`src/rtl/execute_stage.sv`:
```
// Execute stage: condition check, single-cycle ALU, iterative MUL/MOD, EX/MEM register.
module execute_stage #(
    parameter int unsigned WIDTH = 32
) (
    input  logic             clk,
    input  logic             rst,
    input  logic             PCSrcE,
    input  logic             RegWriteE,
    input  logic             MemtoRegE,
    input  logic             MemWriteE,
    input  logic             BranchE,
    input  logic             ALUSrcE,
    input  logic             FlagWriteE,
    input  logic [2:0]       ALUControlE,
    input  logic [3:0]       condE,
    input  logic [3:0]       WA3E,
    input  logic [WIDTH-1:0] rd1E,
    input  logic [WIDTH-1:0] rd2E,
    input  logic [WIDTH-1:0] ExtImmE,
    output logic             StallE,
    output logic             PCSrcM,
    output logic             RegWriteM,
    output logic             MemtoRegM,
    output logic             MemWriteM,
    output logic             BranchTakenM,
    output logic [WIDTH-1:0] ALUResultM,
    output logic [WIDTH-1:0] WriteDataM,
    output logic [3:0]       WA3M,
    output logic [3:0]       FlagsQ
);

    localparam int unsigned MSB   = WIDTH - 1;
    localparam int unsigned CNT_W = $clog2(WIDTH);

    localparam logic [2:0] OP_ADD = 3'b000;
    localparam logic [2:0] OP_SUB = 3'b001;
    localparam logic [2:0] OP_AND = 3'b010;
    localparam logic [2:0] OP_ORR = 3'b011;
    localparam logic [2:0] OP_MOV = 3'b100;
    localparam logic [2:0] OP_MUL = 3'b101;
    localparam logic [2:0] OP_MOD = 3'b110;
    localparam logic [2:0] OP_CMP = 3'b111;

    typedef enum logic [1:0] {IDLE, BUSY, DONE} state_t;

    state_t state, state_d;
    logic [CNT_W-1:0] cnt;
    logic [WIDTH-1:0] reg_a, reg_b, acc;
    logic             op_mod;

    logic [WIDTH-1:0] src_a, src_b;
    logic             flag_n, flag_z, flag_c, flag_v;
    logic             cond_ex;
    logic             is_iter;
    logic             mod_by_zero;

    logic [WIDTH:0]   add_full, sub_full;
    logic [WIDTH-1:0] alu_result;
    logic             alu_c, alu_v;

    logic [WIDTH:0]   trial, divisor_ext;
    logic [WIDTH-1:0] mul_next, mod_next;

    logic             load, step;
    logic             pcsrc_d, regwrite_d, memtoreg_d, memwrite_d, branch_d;
    logic [WIDTH-1:0] result_d, wdata_d;
    logic [3:0]       wa3_d, flags_d;

    assign src_a = rd1E;
    assign src_b = ALUSrcE ? ExtImmE : rd2E;
    assign {flag_n, flag_z, flag_c, flag_v} = FlagsQ;
    assign is_iter     = (ALUControlE == OP_MUL) || (ALUControlE == OP_MOD);
    assign mod_by_zero = (ALUControlE == OP_MOD) && (src_b == '0);

    // Condition evaluation against the architectural flags
    always_comb begin
        cond_ex = 1'b0;
        case (condE)
            4'b0000: cond_ex = flag_z;
            4'b0001: cond_ex = !flag_z;
            4'b0010: cond_ex = flag_c;
            4'b0011: cond_ex = !flag_c;
            4'b0100: cond_ex = flag_n;
            4'b0101: cond_ex = !flag_n;
            4'b1010: cond_ex = (flag_n == flag_v);
            4'b1011: cond_ex = (flag_n != flag_v);
            4'b1100: cond_ex = !flag_z && (flag_n == flag_v);
            4'b1101: cond_ex = flag_z || (flag_n != flag_v);
            4'b1110: cond_ex = 1'b1;
            default: cond_ex = 1'b0;
        endcase
    end

    assign add_full = {1'b0, src_a} + {1'b0, src_b};
    assign sub_full = {1'b0, src_a} + {1'b0, ~src_b} + (WIDTH+1)'(1);

    // Single-cycle ALU; logic ops and MOV keep C and V
    always_comb begin
        alu_result = '0;
        alu_c      = flag_c;
        alu_v      = flag_v;
        case (ALUControlE)
            OP_ADD: begin
                alu_result = add_full[MSB:0];
                alu_c      = add_full[WIDTH];
                alu_v      = (src_a[MSB] == src_b[MSB]) && (add_full[MSB] != src_a[MSB]);
            end
            OP_SUB, OP_CMP: begin
                alu_result = sub_full[MSB:0];
                alu_c      = sub_full[WIDTH];
                alu_v      = (src_a[MSB] != src_b[MSB]) && (sub_full[MSB] != src_a[MSB]);
            end
            OP_AND:  alu_result = src_a & src_b;
            OP_ORR:  alu_result = src_a | src_b;
            OP_MOV:  alu_result = src_b;
            default: alu_result = '0;
        endcase
    end

    // One shift-add or restoring-division step on the latched operands
    assign trial       = {acc, reg_a[MSB]};
    assign divisor_ext = {1'b0, reg_b};
    assign mod_next    = (trial >= divisor_ext) ? WIDTH'(trial - divisor_ext) : WIDTH'(trial);
    assign mul_next    = reg_b[0] ? acc + reg_a : acc;

    // Next-state, stall and next EX/MEM register contents
    always_comb begin
        state_d    = state;
        StallE     = 1'b0;
        load       = 1'b0;
        step       = 1'b0;
        pcsrc_d    = PCSrcE & cond_ex;
        regwrite_d = RegWriteE & cond_ex & (ALUControlE != OP_CMP);
        memtoreg_d = MemtoRegE;
        memwrite_d = MemWriteE & cond_ex;
        branch_d   = BranchE & cond_ex;
        result_d   = alu_result;
        wdata_d    = rd2E;
        wa3_d      = WA3E;
        flags_d    = FlagsQ;
        if (FlagWriteE && cond_ex) begin
            flags_d = {alu_result[MSB], (alu_result == '0), alu_c, alu_v};
        end
        case (state)
            IDLE: begin
                if (is_iter && cond_ex) begin
                    StallE  = 1'b1;
                    load    = 1'b1;
                    state_d = mod_by_zero ? DONE : BUSY;
                end
            end
            BUSY: begin
                StallE = 1'b1;
                step   = 1'b1;
                if (cnt == CNT_W'(WIDTH - 1)) begin
                    state_d = DONE;
                end
            end
            DONE: begin
                result_d = acc;
                flags_d  = FlagsQ;
                if (FlagWriteE && cond_ex) begin
                    flags_d = {acc[MSB], (acc == '0), flag_c, flag_v};
                end
                state_d = IDLE;
            end
            default: state_d = IDLE;
        endcase
        if (StallE) begin
            pcsrc_d    = 1'b0;
            regwrite_d = 1'b0;
            memtoreg_d = 1'b0;
            memwrite_d = 1'b0;
            branch_d   = 1'b0;
            result_d   = '0;
            wdata_d    = '0;
            wa3_d      = '0;
            flags_d    = FlagsQ;
        end
        if (rst) begin
            StallE = 1'b0;
        end
    end

    // State register
    always_ff @(negedge clk or posedge rst) begin
        if (rst) begin
            state <= IDLE;
        end else begin
            state <= state_d;
        end
    end

    // Iterative MUL/MOD datapath
    always_ff @(negedge clk or posedge rst) begin
        if (rst) begin
            cnt    <= '0;
            reg_a  <= '0;
            reg_b  <= '0;
            acc    <= '0;
            op_mod <= 1'b0;
        end else if (load) begin
            cnt    <= '0;
            reg_a  <= src_a;
            reg_b  <= src_b;
            acc    <= mod_by_zero ? src_a : '0;
            op_mod <= (ALUControlE == OP_MOD);
        end else if (step) begin
            cnt   <= cnt + CNT_W'(1);
            reg_a <= reg_a << 1;
            if (op_mod) begin
                acc <= mod_next;
            end else begin
                acc   <= mul_next;
                reg_b <= reg_b >> 1;
            end
        end
    end

    // EX/MEM register and flags
    always_ff @(negedge clk or posedge rst) begin
        if (rst) begin
            PCSrcM       <= 1'b0;
            RegWriteM    <= 1'b0;
            MemtoRegM    <= 1'b0;
            MemWriteM    <= 1'b0;
            BranchTakenM <= 1'b0;
            ALUResultM   <= '0;
            WriteDataM   <= '0;
            WA3M         <= '0;
            FlagsQ       <= '0;
        end else begin
            PCSrcM       <= pcsrc_d;
            RegWriteM    <= regwrite_d;
            MemtoRegM    <= memtoreg_d;
            MemWriteM    <= memwrite_d;
            BranchTakenM <= branch_d;
            ALUResultM   <= result_d;
            WriteDataM   <= wdata_d;
            WA3M         <= wa3_d;
            FlagsQ       <= flags_d;
        end
    end

endmodule

```
`config.mk`:
```
export PLATFORM = sky130hd
export DESIGN_NAME = execute_stage
export DESIGN_NICKNAME = d
export VERILOG_FILES = /design/src/rtl/execute_stage.sv
export SDC_FILE = /design/constraint.sdc
export NUM_CORES = 1
export LEC_CHECK = 0
export BUFFER_PORTS_ARGS = -buffer_cell sky130_fd_sc_hd__buf_2
export CAP_MARGIN = 15
export CORE_UTILIZATION = 43
export DETAILED_ROUTE_END_ITERATION = 16
export PLACE_DENSITY = 0.73
export REMOVE_ABC_BUFFERS = 1
export SETUP_SLACK_MARGIN = 0.15
export SYNTH_ARGS = -nofsm -noshare
export SYNTH_HDL_FRONTEND = slang
export SYNTH_SLANG_ARGS = --single-unit
```
`constraint.sdc`:
```
create_clock -name clk -period 5.3 [get_ports clk]
set_input_delay 0.265 -clock clk [delete_from_list [all_inputs] [get_ports clk]]
set_output_delay 0.265 -clock clk [all_outputs]
set_load 0.01 [all_outputs]
```
# Word level (Yosys, flattened, before mapping)

Cells that the tools add are included.

Register bits: 181
Bits in latches: 0
RAM bits: 0
Memory bits (read-only): 0
Output and inout bits: 78
Memories kept: 0

$add $sub $neg: 6
Multiply operators: 0
Div/mod/pow operators: 0
$lt $le $gt $ge: 1
Equality and inequality tests: 30
Shift-type cells: 0
Mux-type cells: 39
Bitwise operators: 10
Reductions and logical operators: 26

Operator list:

| operator                                                               | number |
|---|---|
| 32-bit two-way mux                                                     | 15 |
| 32-bit one-hot mux with 5 select lines                                 | 1 |
| 32-bit logical NOT                                                     | 3 |
| 32-bit by 32-bit adder with 33-bit output                              | 2 |
| 33-bit by 1-bit adder with 33-bit output (second input constant)       | 1 |
| 33-bit by 32-bit greater-or-equal comparator with 1-bit output         | 1 |
| 32-bit adder                                                           | 1 |
| 32-bit AND                                                             | 1 |
| 32-bit NOT                                                             | 1 |
| 32-bit OR                                                              | 1 |
| 32-bit subtractor                                                      | 1 |
| 4-bit equality test (second input constant)                            | 5 |
| 4-bit two-way mux                                                      | 4 |
| 3-bit equality test (second input constant)                            | 4 |
| 1-bit one-hot mux with 11 select lines                                 | 1 |
| 5-bit two-way mux                                                      | 2 |
| 1-bit two-way mux                                                      | 9 |
| 4-bit by 2-bit equality test with 1-bit output (second input constant) | 2 |
| 4-bit by 3-bit equality test with 1-bit output (second input constant) | 2 |
| 2-bit AND reduction                                                    | 4 |
| 3-bit by 2-bit equality test with 1-bit output (second input constant) | 2 |
| 1-bit logical AND                                                      | 6 |
| 2-bit two-way mux                                                      | 3 |
| 1-bit one-hot mux with 2 select lines                                  | 3 |
| 23 further kinds                                                       | 37 |

# Longest topological paths before layout

Depth after elaboration: 9
Mapped depth: 18
Mapped depth without buffers: 16

==> summary.md <==
| Metric | Value |
|---|---|
| Vias | `20500` |
| CTS tree | `yes` |
| Outcome | `complete, but fails checks` |
| Final nets | `3131` |
| Worst slew margin | `0.168` |
| Clock buffer count from CTS | `17` |
| Final Power | `0.0113 W` |
| Vias in the first global route | `19700` |
| Die width | `203 um` |
| Post-synth top flop | `dfrtn_1` |
| Initial Util | `0.436` |
| Top cell type's share of synthesized area | `0.262` |
| Worst-margin pin slew | `1250 ps` |
| Asr flop ratio synth | `1.00` |
| Root Driver | `clkbuf_16` |
| Final WL | `78.1 mm` |
| Vias/cell | `6.06` |
| CP max FO | `7` |
| Residual DRC count | `0` |
| Placed cell count | `3312` |
| Final Worst Setup Slack | `-1020 ps` |
| Initial DRC Count | `2187` |
| Most frequent cell after synthesis | `nor2_1` |
| Synth area leaders | `dfrtn_1, ha_1, a21oi_1` |
| Post-synthesis cell count | `2209` |
| Floorplan row count | `73` |
| First-pass GRT wire length | `117 mm` |
| Final Non-Filler Cells | `3388` |
| Synth area leader | `dfrtn_1` |
| DR pass1 iterations | `6` |
| Clk buf depth | `2` |
| Mapped Area | `17300 um^2` |
| RD Place Congestion | `1.03` |
| Data required time of the worst path | `3090 ps` |
| Sequential fraction of the synthesis area | `0.262` |
| RSZ-0062 raised after global routing | `true` |
| P&R area growth vs syn | `42.9%` |
| Setup violators final | `28` |
| Synth warnings | `0` |
| Final Hold Fails | `0` |
| Clk sinks | `181` |
| DRT antenna net count | `0` |
| Leak Pwr | `12.0 nW` |
| Layout cell share with drive strength beyond 1 | `0.350` |
| Overall Global Routing Usage | `0.373` |
| Unique masters post-synth | `99` |
| Num ports | `194` |
| Initial antenna violation count | `3` |
| Worst skew pair latency | `430 ps` |
| Largest net degree at the start of global routing | `72` |
| Core area | `39700 um^2` |
| IO Port Bufs | `193` |
| Mean Syn Cell Area | `7.84 um^2` |
| Finished Core Util | `0.623` |
| Clock transition at path regs | `60 ps` |
| Failing checks | `negative setup slack` |
| Met1 Use GR | `0.510` |
| Yosys reg bits | `181` |
| Chip Height | `203 um` |
| Slowest cell on the critical path | `or4_1` |
| DPL Wire Length | `60.7 mm` |
| Total gr overflow | `0` |
| Crit path largest cell delay | `440 ps` |
| Number of synthesized flops with an enable pin | `0` |
| Crit path capture type | `flip-flop` |
| Area post-placement | `22400 um^2` |
| Max capacitance violation total | `0` |
| Hold WC Path Type | `reg -> reg` |
| CTS HTree Levels | `4` |
| Met2 usage | `0.570` |
| GR met3 Demand/Resource | `0.0690` |
| WS Path Type | `in -> reg` |
| Synth top cells by count | `nor2_1, nand2_1, a21oi_1` |
| Crit path cell chain | `buf_8, buf_12, buf_12, buf_6, mux2i_4, ha_4, o21ai_4, buf_6, nor4_4, buf_4, nor4b_4, buf_4, o21ai_4, a31oi_4, a221o_1, a21oi_2, and4_1, nand4_1, or4_1, o31ai_2` |
| Crit path DAT | `4120 ps` |
| Max Slew Vio Count | `0` |
| Finished Cell Area | `24700 um^2` |
| Routed length per instance | `23.0 um` |
| Crit start category | `primary input` |
| PD cells | `457 nW/um^2` |
| Die ar. | `41100 um^2` |
| GRT busiest layer | `met2` |
| Clock Skews | `9.63 ps` |
| Peak supply drop | `0.000266 V` |
[placed cells by master, fill, tap and decap left out, drive strengths merged, types with 26 or more instances in the layout]
master	n
buf	737
nor2	220
nand2	217
a21oi	197
dfrtn	181
inv	167
ha	162
o21ai	147
mux2i	58
and3	53
nor3	51
a22oi	48
a211oi	46
xnor2	44
a21o	38
nand3	38
nor2b	33
nor4	29
o22ai	26
[per-stage QoR]
| step | setup WS (ps) | hold slack, ps | setup TNS, ps |
|---|---|---|---|
| detailed placement | -2040 | 455 | -62250 |
| global route | -1130 | 474 | -18140 |
| CTS | -968 | 455 | -12660 |
| finish | -1020 | 457 | -15020 |
| floorplan | -3350 | 409 | -756010 |
| global placement | -1990 | 427 | -55340 |
[cell families after synthesis]
family | share of synthesized area
xor+xnor | 0.0304
mux | 0.0403
buf+inv | 0.0652
compound gates | 0.279
flops | 0.262
simple gates | 0.202
fa+ha+maj | 0.122
[power breakdown]
group          switching, W  internal [W]  leakage, nW
registers          0.000546       0.00187         2.39
logic               0.00429       0.00327         9.33
clock network      0.000649      0.000676        0.290
total               0.00548       0.00582         12.0
[flip-flops by register name, summed over array words and instances (netlist names), 2 cells and up]
signal and cells:
reg_b 32, acc 32, cnt 5, WA3M 4
state 2, ALUResultM 32, FlagsQ 4, WriteDataM 32
reg_a 32
[critical path, delay by kind of cell]
family / cells / cell delay (ps)
AO/OA/AOI/OAI: 6 / 1220
AND/OR/NAND/NOR: 5 / 1080
buffers and inverters: 7 / 1010
adder cells (fa/ha/maj): 1 / 340
multiplexers: 1 / 200
[final timing paths]
kind	cells past startpoint	to	startpoint	slack, ps
min reg2reg	2	reg_b[9]	reg_b[9]	460
max reg2reg	13	acc[0]	acc[9]	1280
max in group asynchronous	3	reg_a[3]	rst	2090
max	20	FlagsQ[2]	ALUSrcE	-1020
min in group asynchronous	2	ALUResultM[19]	rst	2450
min	2	reg_b[9]	reg_b[9]	460
[layer usage]
layer	up-vias	wire length [um]
met1	9853	32700
li1	9318	-
met3	208	7620
met2	1139	34000
met4	2	3740
met5	-	13
[timing repair]
item	4_1_cts	5_1_grt
endpoints found under the hold margin	0	0
setup endpoints to repair	65	95
buffers inserted	31	9
pin swaps	61	34
cloned	1	2
gates resized for setup	225	62
hold buffers	0	0
[area by class of cell]
| class | instances | area (um^2) |
|---|---|---|
| clock inverter | 14 | 138 |
| inverter | 158 | 603 |
| timing repair buffer | 739 | 5340 |
| fill | 3473 | 15000 |
| antenna | 1 | 2.50 |
| multi-input combinational | 1752 | 13000 |
| tap | 525 | 657 |
| sequential | 181 | 4530 |
| clock buffer | 18 | 439 |
Power figures use the tool's default switching activity.
